File: config.mk
export PLATFORM = sky130hd
export DESIGN_NAME = oled_bus_arbiter_flat
export DESIGN_NICKNAME = d
export VERILOG_FILES = /design/src/rtl/oled_bus_arbiter_if.sv /design/src/rtl/oled_bus_arbiter.sv /design/src/flat_wrapper.sv
export SDC_FILE = /design/constraint.sdc
export NUM_CORES = 1
export LEC_CHECK = 0
export CAP_MARGIN = 20
export CORE_AREA = 2 2 55 52
export CTS_BUF_LIST = sky130_fd_sc_hd__clkbuf_4 sky130_fd_sc_hd__clkbuf_8
export CTS_CLUSTER_SIZE = 14
export DETAILED_ROUTE_END_ITERATION = 7
export DIE_AREA = 0 0 57 54
export GPL_TIMING_DRIVEN = 0
export PLACE_DENSITY = 0.9
export REMOVE_ABC_BUFFERS = 1
export SYNTH_ARGS = -nofsm -noshare
export SYNTH_HDL_FRONTEND = slang
export SYNTH_SLANG_ARGS = --single-unit
File: constraint.sdc
create_clock -name CLOCK -period 3.1 [get_ports CLOCK]
set_clock_uncertainty 0.1 [all_clocks]
set_input_delay 0.31 -clock CLOCK [delete_from_list [all_inputs] [get_ports CLOCK]]
set_output_delay 0.31 -clock CLOCK [all_outputs]
set_load 0.02 [all_outputs]
File: src/rtl/oled_bus_arbiter_if.sv
// ============================================================================
// Module   : oled_bus_arbiter_if
// Brief    : Requester and OLED bus signals shared by the OLED bus arbiter.
// Revision : 1.0  initial release
// ============================================================================
`default_nettype none

interface oled_bus_arbiter_if;
    logic req0;
    logic req1;
    logic done0;
    logic done1;
    logic scl0;
    logic scl1;
    logic sda_o0;
    logic sda_oe0;
    logic sda_o1;
    logic sda_oe1;
    logic gnt0;
    logic gnt1;
    logic OLED_SCL;
    logic OLED_SDA_O;
    logic OLED_SDA_OE;
    logic busy;
    logic timeout_err;

    // Requester side: drives requests and its own SCL/SDA, observes the grants.
    modport master (
        output req0, req1, done0, done1,
        output scl0, scl1, sda_o0, sda_oe0, sda_o1, sda_oe1,
        input  gnt0, gnt1, OLED_SCL, OLED_SDA_O, OLED_SDA_OE, busy, timeout_err
    );

    modport slave (
        input  req0, req1, done0, done1,
        input  scl0, scl1, sda_o0, sda_oe0, sda_o1, sda_oe1,
        output gnt0, gnt1, OLED_SCL, OLED_SDA_O, OLED_SDA_OE, busy, timeout_err
    );
endinterface

`default_nettype wire

File: src/rtl/oled_bus_arbiter.sv
// ============================================================================
// Module   : oled_bus_arbiter
// Brief    : Two-requester OLED I2C bus arbiter with fair tie-break, a guard
//            gap after every grant, and an optional grant watchdog enabled by
//            the macro OLED_ARB_TIMEOUT_EN.
// Revision : 1.0  initial release
// ============================================================================
`default_nettype none

module oled_bus_arbiter #(
    parameter int unsigned GUARD_CYCLES   = 50,
    parameter int unsigned TIMEOUT_CYCLES = 2000000
) (
    input  wire logic         CLOCK,
    input  wire logic         RST,
    oled_bus_arbiter_if.slave bus
);

    localparam logic [1:0]  c_IDLE       = 2'd0;
    localparam logic [1:0]  c_GNT0       = 2'd1;
    localparam logic [1:0]  c_GNT1       = 2'd2;
    localparam logic [1:0]  c_GUARD      = 2'd3;
    localparam logic [15:0] c_GUARD_LAST = 16'(GUARD_CYCLES - 1);

    logic [1:0]  r_state;
    logic [1:0]  w_next;
    logic        r_last1;      // 1 when requester 1 was served most recently
    logic [15:0] r_guard_cnt;
    logic        r_gnt0;
    logic        r_gnt1;
    logic        w_end;
    logic        w_expire;
    logic        w_in_grant;

    assign w_in_grant = (r_state == c_GNT0) || (r_state == c_GNT1);

`ifdef OLED_ARB_TIMEOUT_EN
    localparam logic [23:0] c_TO_LAST = 24'(TIMEOUT_CYCLES - 1);

    logic [23:0] r_to_cnt;
    logic        r_timeout_err;

    // A normal end on the expiry edge wins over the watchdog.
    assign w_expire = w_in_grant && !w_end && (r_to_cnt == c_TO_LAST);

    always_ff @(posedge CLOCK) begin
        if (RST) begin
            r_to_cnt      <= 24'd0;
            r_timeout_err <= 1'b0;
        end else begin
            r_timeout_err <= w_expire;
            if (w_in_grant && (w_next == r_state))
                r_to_cnt <= r_to_cnt + 24'd1;
            else
                r_to_cnt <= 24'd0;
        end
    end

    assign bus.timeout_err = r_timeout_err;
`else
    logic w_unused_timeout;

    assign w_unused_timeout = ^TIMEOUT_CYCLES;
    assign w_expire         = 1'b0;
    assign bus.timeout_err  = 1'b0;
`endif

    always_comb begin
        w_next = r_state;
        w_end  = 1'b0;
        case (r_state)
            c_IDLE: begin
                if (bus.req0 && bus.req1)
                    w_next = r_last1 ? c_GNT0 : c_GNT1;
                else if (bus.req0)
                    w_next = c_GNT0;
                else if (bus.req1)
                    w_next = c_GNT1;
            end
            c_GNT0:  w_end = bus.done0 || !bus.req0;
            c_GNT1:  w_end = bus.done1 || !bus.req1;
            c_GUARD: begin
                if (r_guard_cnt == c_GUARD_LAST)
                    w_next = c_IDLE;
            end
            default: w_next = c_IDLE;
        endcase
        if (w_end || w_expire)
            w_next = c_GUARD;
    end

    always_ff @(posedge CLOCK) begin
        if (RST) begin
            r_state     <= c_IDLE;
            r_last1     <= 1'b1;
            r_guard_cnt <= 16'd0;
            r_gnt0      <= 1'b0;
            r_gnt1      <= 1'b0;
        end else begin
            r_state <= w_next;
            r_gnt0  <= (w_next == c_GNT0);
            r_gnt1  <= (w_next == c_GNT1);
            if ((r_state == c_IDLE) && (w_next == c_GNT0))
                r_last1 <= 1'b0;
            else if ((r_state == c_IDLE) && (w_next == c_GNT1))
                r_last1 <= 1'b1;
            if ((r_state == c_GUARD) && (w_next == c_GUARD))
                r_guard_cnt <= r_guard_cnt + 16'd1;
            else
                r_guard_cnt <= 16'd0;
        end
    end

    // Bus is parked released (SCL high, SDA not driven) outside a grant.
    always_comb begin
        bus.OLED_SCL    = 1'b1;
        bus.OLED_SDA_O  = 1'b1;
        bus.OLED_SDA_OE = 1'b0;
        case (r_state)
            c_GNT0: begin
                bus.OLED_SCL    = bus.scl0;
                bus.OLED_SDA_O  = bus.sda_o0;
                bus.OLED_SDA_OE = bus.sda_oe0;
            end
            c_GNT1: begin
                bus.OLED_SCL    = bus.scl1;
                bus.OLED_SDA_O  = bus.sda_o1;
                bus.OLED_SDA_OE = bus.sda_oe1;
            end
            default: ;
        endcase
    end

    assign bus.gnt0 = r_gnt0;
    assign bus.gnt1 = r_gnt1;
    assign bus.busy = (r_state != c_IDLE);

endmodule

`default_nettype wire

File: src/flat_wrapper.sv
// flat-port wrapper written by rule: the top's interface ports become plain ports
module oled_bus_arbiter_flat 
#(
    parameter int unsigned GUARD_CYCLES   = 50,
    parameter int unsigned TIMEOUT_CYCLES = 2000000
)
  (CLOCK, RST, bus_req0, bus_req1, bus_done0, bus_done1, bus_scl0, bus_scl1, bus_sda_o0, bus_sda_oe0, bus_sda_o1, bus_sda_oe1, bus_gnt0, bus_gnt1, bus_OLED_SCL, bus_OLED_SDA_O, bus_OLED_SDA_OE, bus_busy, bus_timeout_err);
  oled_bus_arbiter_if bus_i ();
  input  wire logic CLOCK;
  input  wire logic RST;
  input wire logic [$bits(bus_i.req0)-1:0] bus_req0;
  input wire logic [$bits(bus_i.req1)-1:0] bus_req1;
  input wire logic [$bits(bus_i.done0)-1:0] bus_done0;
  input wire logic [$bits(bus_i.done1)-1:0] bus_done1;
  input wire logic [$bits(bus_i.scl0)-1:0] bus_scl0;
  input wire logic [$bits(bus_i.scl1)-1:0] bus_scl1;
  input wire logic [$bits(bus_i.sda_o0)-1:0] bus_sda_o0;
  input wire logic [$bits(bus_i.sda_oe0)-1:0] bus_sda_oe0;
  input wire logic [$bits(bus_i.sda_o1)-1:0] bus_sda_o1;
  input wire logic [$bits(bus_i.sda_oe1)-1:0] bus_sda_oe1;
  output wire logic [$bits(bus_i.gnt0)-1:0] bus_gnt0;
  output wire logic [$bits(bus_i.gnt1)-1:0] bus_gnt1;
  output wire logic [$bits(bus_i.OLED_SCL)-1:0] bus_OLED_SCL;
  output wire logic [$bits(bus_i.OLED_SDA_O)-1:0] bus_OLED_SDA_O;
  output wire logic [$bits(bus_i.OLED_SDA_OE)-1:0] bus_OLED_SDA_OE;
  output wire logic [$bits(bus_i.busy)-1:0] bus_busy;
  output wire logic [$bits(bus_i.timeout_err)-1:0] bus_timeout_err;
  assign bus_i.req0 = bus_req0;
  assign bus_i.req1 = bus_req1;
  assign bus_i.done0 = bus_done0;
  assign bus_i.done1 = bus_done1;
  assign bus_i.scl0 = bus_scl0;
  assign bus_i.scl1 = bus_scl1;
  assign bus_i.sda_o0 = bus_sda_o0;
  assign bus_i.sda_oe0 = bus_sda_oe0;
  assign bus_i.sda_o1 = bus_sda_o1;
  assign bus_i.sda_oe1 = bus_sda_oe1;
  assign bus_gnt0 = bus_i.gnt0;
  assign bus_gnt1 = bus_i.gnt1;
  assign bus_OLED_SCL = bus_i.OLED_SCL;
  assign bus_OLED_SDA_O = bus_i.OLED_SDA_O;
  assign bus_OLED_SDA_OE = bus_i.OLED_SDA_OE;
  assign bus_busy = bus_i.busy;
  assign bus_timeout_err = bus_i.timeout_err;
  oled_bus_arbiter #(.GUARD_CYCLES(GUARD_CYCLES), .TIMEOUT_CYCLES(TIMEOUT_CYCLES)) u_core (.CLOCK(CLOCK), .RST(RST), .bus(bus_i));
endmodule
## Word-level counts from Yosys, hierarchy flattened

Cells that the tools add are included.
W data, S select, Z words.

- Output and inout port bits: 7
- Bits of input ports: 12
- Register bits after elaboration: 21
- Logic and storage cells: 39

- Add/subtract/negate cells: 1
- Equality and inequality tests: 7
- Bitwise operators: 1
- Mux-type cells: 13
- Reduce and logical (&&, ||, !) cells: 12

Operators with widths:

| operator | count |
|---|---|
| $add A16 B1 Y16 const B | 1 |
| $eq A16 B6 Y1 const B | 1 |
| $mux W2 | 6 |
| $eq A2 B2 Y1 const B | 4 |
| $pmux W1 S2 | 4 |
| $eq A2 B1 Y1 const B | 2 |
| $logic_and A1 B1 Y1 | 4 |
| $pmux W2 S2 | 1 |
| $reduce_bool A2 Y1 | 2 |
| $logic_not A1 Y1 | 2 |
| $logic_not A2 Y1 | 1 |
| $logic_or A1 B1 Y1 | 2 |
| $mux W1 | 2 |
| $reduce_or A2 Y1 | 1 |
| $not A1 Y1 | 1 |

## Logic depth before layout (Yosys ltp)

- Word-level depth: 9
- Mapped depth: 9
- Depth with buffers taken out: 7

## Worst setup path before layout

Ideal clock, no wire load.

- Path type: register to register
- Start: register u_core.r_guard_cnt[0]
- End: register u_core.r_guard_cnt[0]
- Clock period less this slack: 2481 ps
- Arrival time: 2259 ps
- Required time: 2878 ps
- Path buffers: 2
- Path slack: 619 ps
- Library setup time: 122 ps
- Cell stages (with the launch flop): 9
- Cell sequence: dfxtp_1 ha_1 or4b_4 or4_4 a221oi_2 or3_1 buf_6 buf_12 nor4b_2

- Cells in the longest elaborated chain, start to end: 8
- Elaborated cells on any way between the ends: 9
- Classes of those cells: add/sub: 1; eq/ne: 2; mux: 3; bitwise: 1; reduce/logical: 2

RTL lines:

| what | RTL line | RTL |
|---|---|---|
| from (decl) | oled_bus_arbiter.sv:28 | `logic [15:0] r_guard_cnt;` |
| from (signal assigned) | oled_bus_arbiter.sv:108 | `r_guard_cnt <= r_guard_cnt + 16'd1;` |
| $eq A16 B6 Y1 | oled_bus_arbiter.sv:83 | `if (r_guard_cnt == c_GUARD_LAST)` |
| $mux W2 | oled_bus_arbiter.sv:83 |  |
| $pmux W2 S2 | oled_bus_arbiter.sv:71 | `case (r_state)` |
| $mux W2 | oled_bus_arbiter.sv:88 | `if (w_end \|\| w_expire)` |
| $eq A2 B2 Y1 | oled_bus_arbiter.sv:107 | `if ((r_state == c_GUARD) && (w_next == c_GUARD))` |
| $logic_and A1 B1 Y1 | oled_bus_arbiter.sv:107 |  |
| $not A1 Y1 (no source line) | -- |  |
| $reduce_or A2 Y1 (no source line) | -- |  |

Several ways; a longest one is shown, not always the timed one.
A chain may end at the register's enable or synchronous reset.

## Final worst setup path

- Start: register u_core.r_guard_cnt[0]
- End: register u_core.r_guard_cnt[5]

Same word-level chain as after synthesis.

==> impl_metrics.json <==
{
  "outcome": "completed",
  "synth_edf_count": 0,
  "synth-async-reset-ratio": 0,
  "ant_nets": 0,
  "routed_wl_um": 2690,
  "initial_core_util": 0.515,
  "hold_path_class": "reg2reg",
  "grt_max_degree": 20,
  "timing.rr.start": "u_core.r_guard_cnt[0]",
  "yosysWarnings": 0,
  "grt_remaining_overflow": 0,
  "vias": 1024,
  "rsz0062_at_grt": "no",
  "grt_pass1_vias": 1017,
  "crit_type": "reg2reg",
  "min_period_over_period": 0.896,
  "r2r_end": "u_core.r_guard_cnt[5]",
  "cts_max_level": 1,
  "fmax_ghz": 0.360,
  "grt_pass1_wl_um": 4350,
  "syn_to_final_growth_pct": 12.6,
  "synth-simple-area-share": 0.329,
  "synth_mux_area_frac": 0,
  "ys_seq_elements": 21,
  "final_nets": 162,
  "ctsLongestPathBuffers": 2,
  "start_kind": "flip-flop",
  "seqCellArea_um2": 420,
  "core_um2": 2570,
  "hold_viol": 0,
  "synth.distinct_cells": 47,
  "cap_violations": 0,
  "numCtsBuffers": 3,
  "drive_gt1_frac": 0.168,
  "cts-resized-gates": 0,
  "synth_compound_area_frac": 0.122,
  "multi_input_area_um2": 801,
  "vdd_drop_max_mv": 0.479,
  "synth_top_area_share": 0.318,
  "hold_path_depth": 1,
  "syn_avg_cell_area_um2": 10.3,
  "power.leakage_nw": 0.486,
  "cts_setup_buffers": 0,
  "drt_first_pass_iters": 4,
  "slew_violations": 0,
  "cp.arrival_ns": 2.87,
  "powerDensity_nw_per_um2": 611,
  "antenna_cells": 0,
  "io_pins": 19,
  "tns_ns": 0,
  "io_buffers": 17,
  "grt_usage": 0.181,
  "synth_top_family_by_area": "simple AND/OR/NAND/NOR gates",
  "tightest_slew_ns": 0.552,
  "vias_per_cell": 5.92,
  "rows": 18,
  "cts-hold-fix-buffers": 0,
  "worstHoldStart": "u_core.r_guard_cnt[0]",
  "critPathCaptureType": "flip-flop",
  "hold_end": "u_core.r_guard_cnt[0]",
  "period_minus_slack_ns": 2.78,
  "crit_required_ns": 3.19,
  "syn_area_um2": 1320,
  "path_clk_slew_ns": 0.12,
  "worst_slew_margin_rel": 0.627,
  "cts_root_buf": "clkbuf_4",
  "die_height_um": 54,
  "drc_errors": 0,
  "cp_max_fo": 17,
  "die_area_um2": 3080,
  "wl_per_cell_um": 15.5,
  "synth-seq-area-share": 0.318,
  "fillers": 227,
  "fin_area_um2": 1490,
  "cts_tree": "built",
  "yosys.area_share.adder": 0.0568,
  "postLayoutCoreUtil": 0.580,
  "yosys-top-cells-area": "dfxtp_1 (32%), nor4b_2 (10%), xor2_1 (7.3%), ha_1 (5.7%), nor4b_1 (4.6%)",
  "place_congestion": 0.917,
  "drt_iter0_drc": 25,
  "dpl.hpwl_um": 1970,
  "setup_violations": 0,
  "synthCells": 128,
  "placed_area_um2": 1460,
  "grt_antenna_before_repair": 0,
  "synth_top_area_cell": "dfxtp_1",
  "die_w_um": 57,
  "reg2regPathDepth": 6,
  "reg2reg_slack_ns": 0.32,
  "synth_top_flop_cell": "dfxtp_1",
  "cts.sinks": 21,
  "crit_start": "u_core.r_guard_cnt[0]",
  "synth_xor_area_frac": 0.0927,
  "clk_latency_ns": 0.31
}
==> critical path, stage by stage (launching register included) <==
cell	delay, ns
dfxtp_1	0.44
ha_1	0.18
or4b_4	0.47
or4_4	0.56
a221oi_2	0.35
or3_2	0.45
nor4b_1	0.11
==> how the worst max path moves through the flow <==
stage	endpoint	slack, ns
finish	u_core.r_guard_cnt[5]	0.32
global placement	u_core.r_guard_cnt[6]	0.16
CTS	u_core.r_guard_cnt[5]	0.07
floorplan	u_core.r_guard_cnt[13]	0.41
global route	u_core.r_guard_cnt[3]	0.18
detailed placement	u_core.r_guard_cnt[14]	0.1
==> through the flow <==
step                      setup slack, ns  cells  hold slack (ns)  power [W]
after global routing                0.184    173            0.468   0.000965
after global placement              0.157    169            0.405   0.000754
final                               0.322    173            0.446   0.000910
after detailed placement           0.0982    169            0.422   0.000769
after floorplan                     0.405    122            0.281   0.000623
after CTS                          0.0685    173            0.443   0.000910
==> Yosys cell counts (2+ instances only) <==
| master | instances |
|---|---|
| a21oi_1 | 3 |
| a221o_1 | 2 |
| a22o_1 | 3 |
| a311oi_1 | 2 |
| and4_1 | 3 |
| buf_12 | 2 |
| buf_6 | 2 |
| dfxtp_1 | 21 |
| ha_1 | 6 |
| inv_1 | 7 |
| nand2_1 | 5 |
| nand2b_1 | 3 |
| nand3_1 | 5 |
| nand4_1 | 2 |
| nor2_1 | 4 |
| nor4b_1 | 7 |
| nor4b_2 | 9 |
| xnor2_1 | 3 |
| xor2_1 | 11 |
==> report_power, final <==
group	internal [W]	switching (W)	leakage, nW
registers	0.000292	0.0000172	0.170
clock network	0.0000493	0.0000884	0.0139
logic	0.000191	0.000271	0.302
==> cells in the final DEF (no fill, tap or decap), types with 2 or more instances in the layout <==
cell type        instances
a221o_1                  2
nand4_1                  2
a22o_1                   3
nand2b_1                 3
a21oi_1                  3
and4_1                   3
nand3_1                  5
a311oi_1                 2
ha_1                     6
clkbuf_4                 3
nor4b_1                  7
inv_1                    7
or3_2                    2
nand2_1                  5
nor2_1                   4
clkdlybuf4s50_1         17
nor4b_2                  9
dfxtp_1                 21
xor2_1                  11
xnor2_1                  3
==> cell type report <==
| type | instances | area share |
|---|---|---|
| multi-input cells | 93 | 0.538 |
| clock inverters | 1 | 0.00504 |
| repair buffers | 17 | 0.114 |
| inverters | 8 | 0.0202 |
| clock buffers | 3 | 0.0151 |
| well taps | 30 | 0.0252 |
| flip-flops and latches | 21 | 0.282 |
==> logic make-up (layout without fill, tap and decap cells) <==
family,Yosys count,after routing
and+or+nand+nor,52,52
AOI/OAI and AO/OA,20,20
adders and majority gates,6,6
buffers and inverters,14,29
DFF,21,21
xor gates and xnor gates,14,14
other,1,1
==> routing by layer <==
layer | GRT usage | wire length [um] | vias to the layer above
met1 | 0.193 | 1140 | 486
met3 | 0.0649 | 154 | 4
met4 | 0.0349 | 16 | 0
met5 | 0 | 0 | -
met2 | 0.351 | 1380 | 23
li1 | - | - | 511
==> state kept, by name, summed over array words and instances (netlist names) <==
signal,count
u_core.bus.gnt1,1
u_core.r_last1,1
u_core.r_guard_cnt,16
u_core.r_state,2
u_core.bus.gnt0,1
No activity file was read; power rests on OpenSTA's default activity.
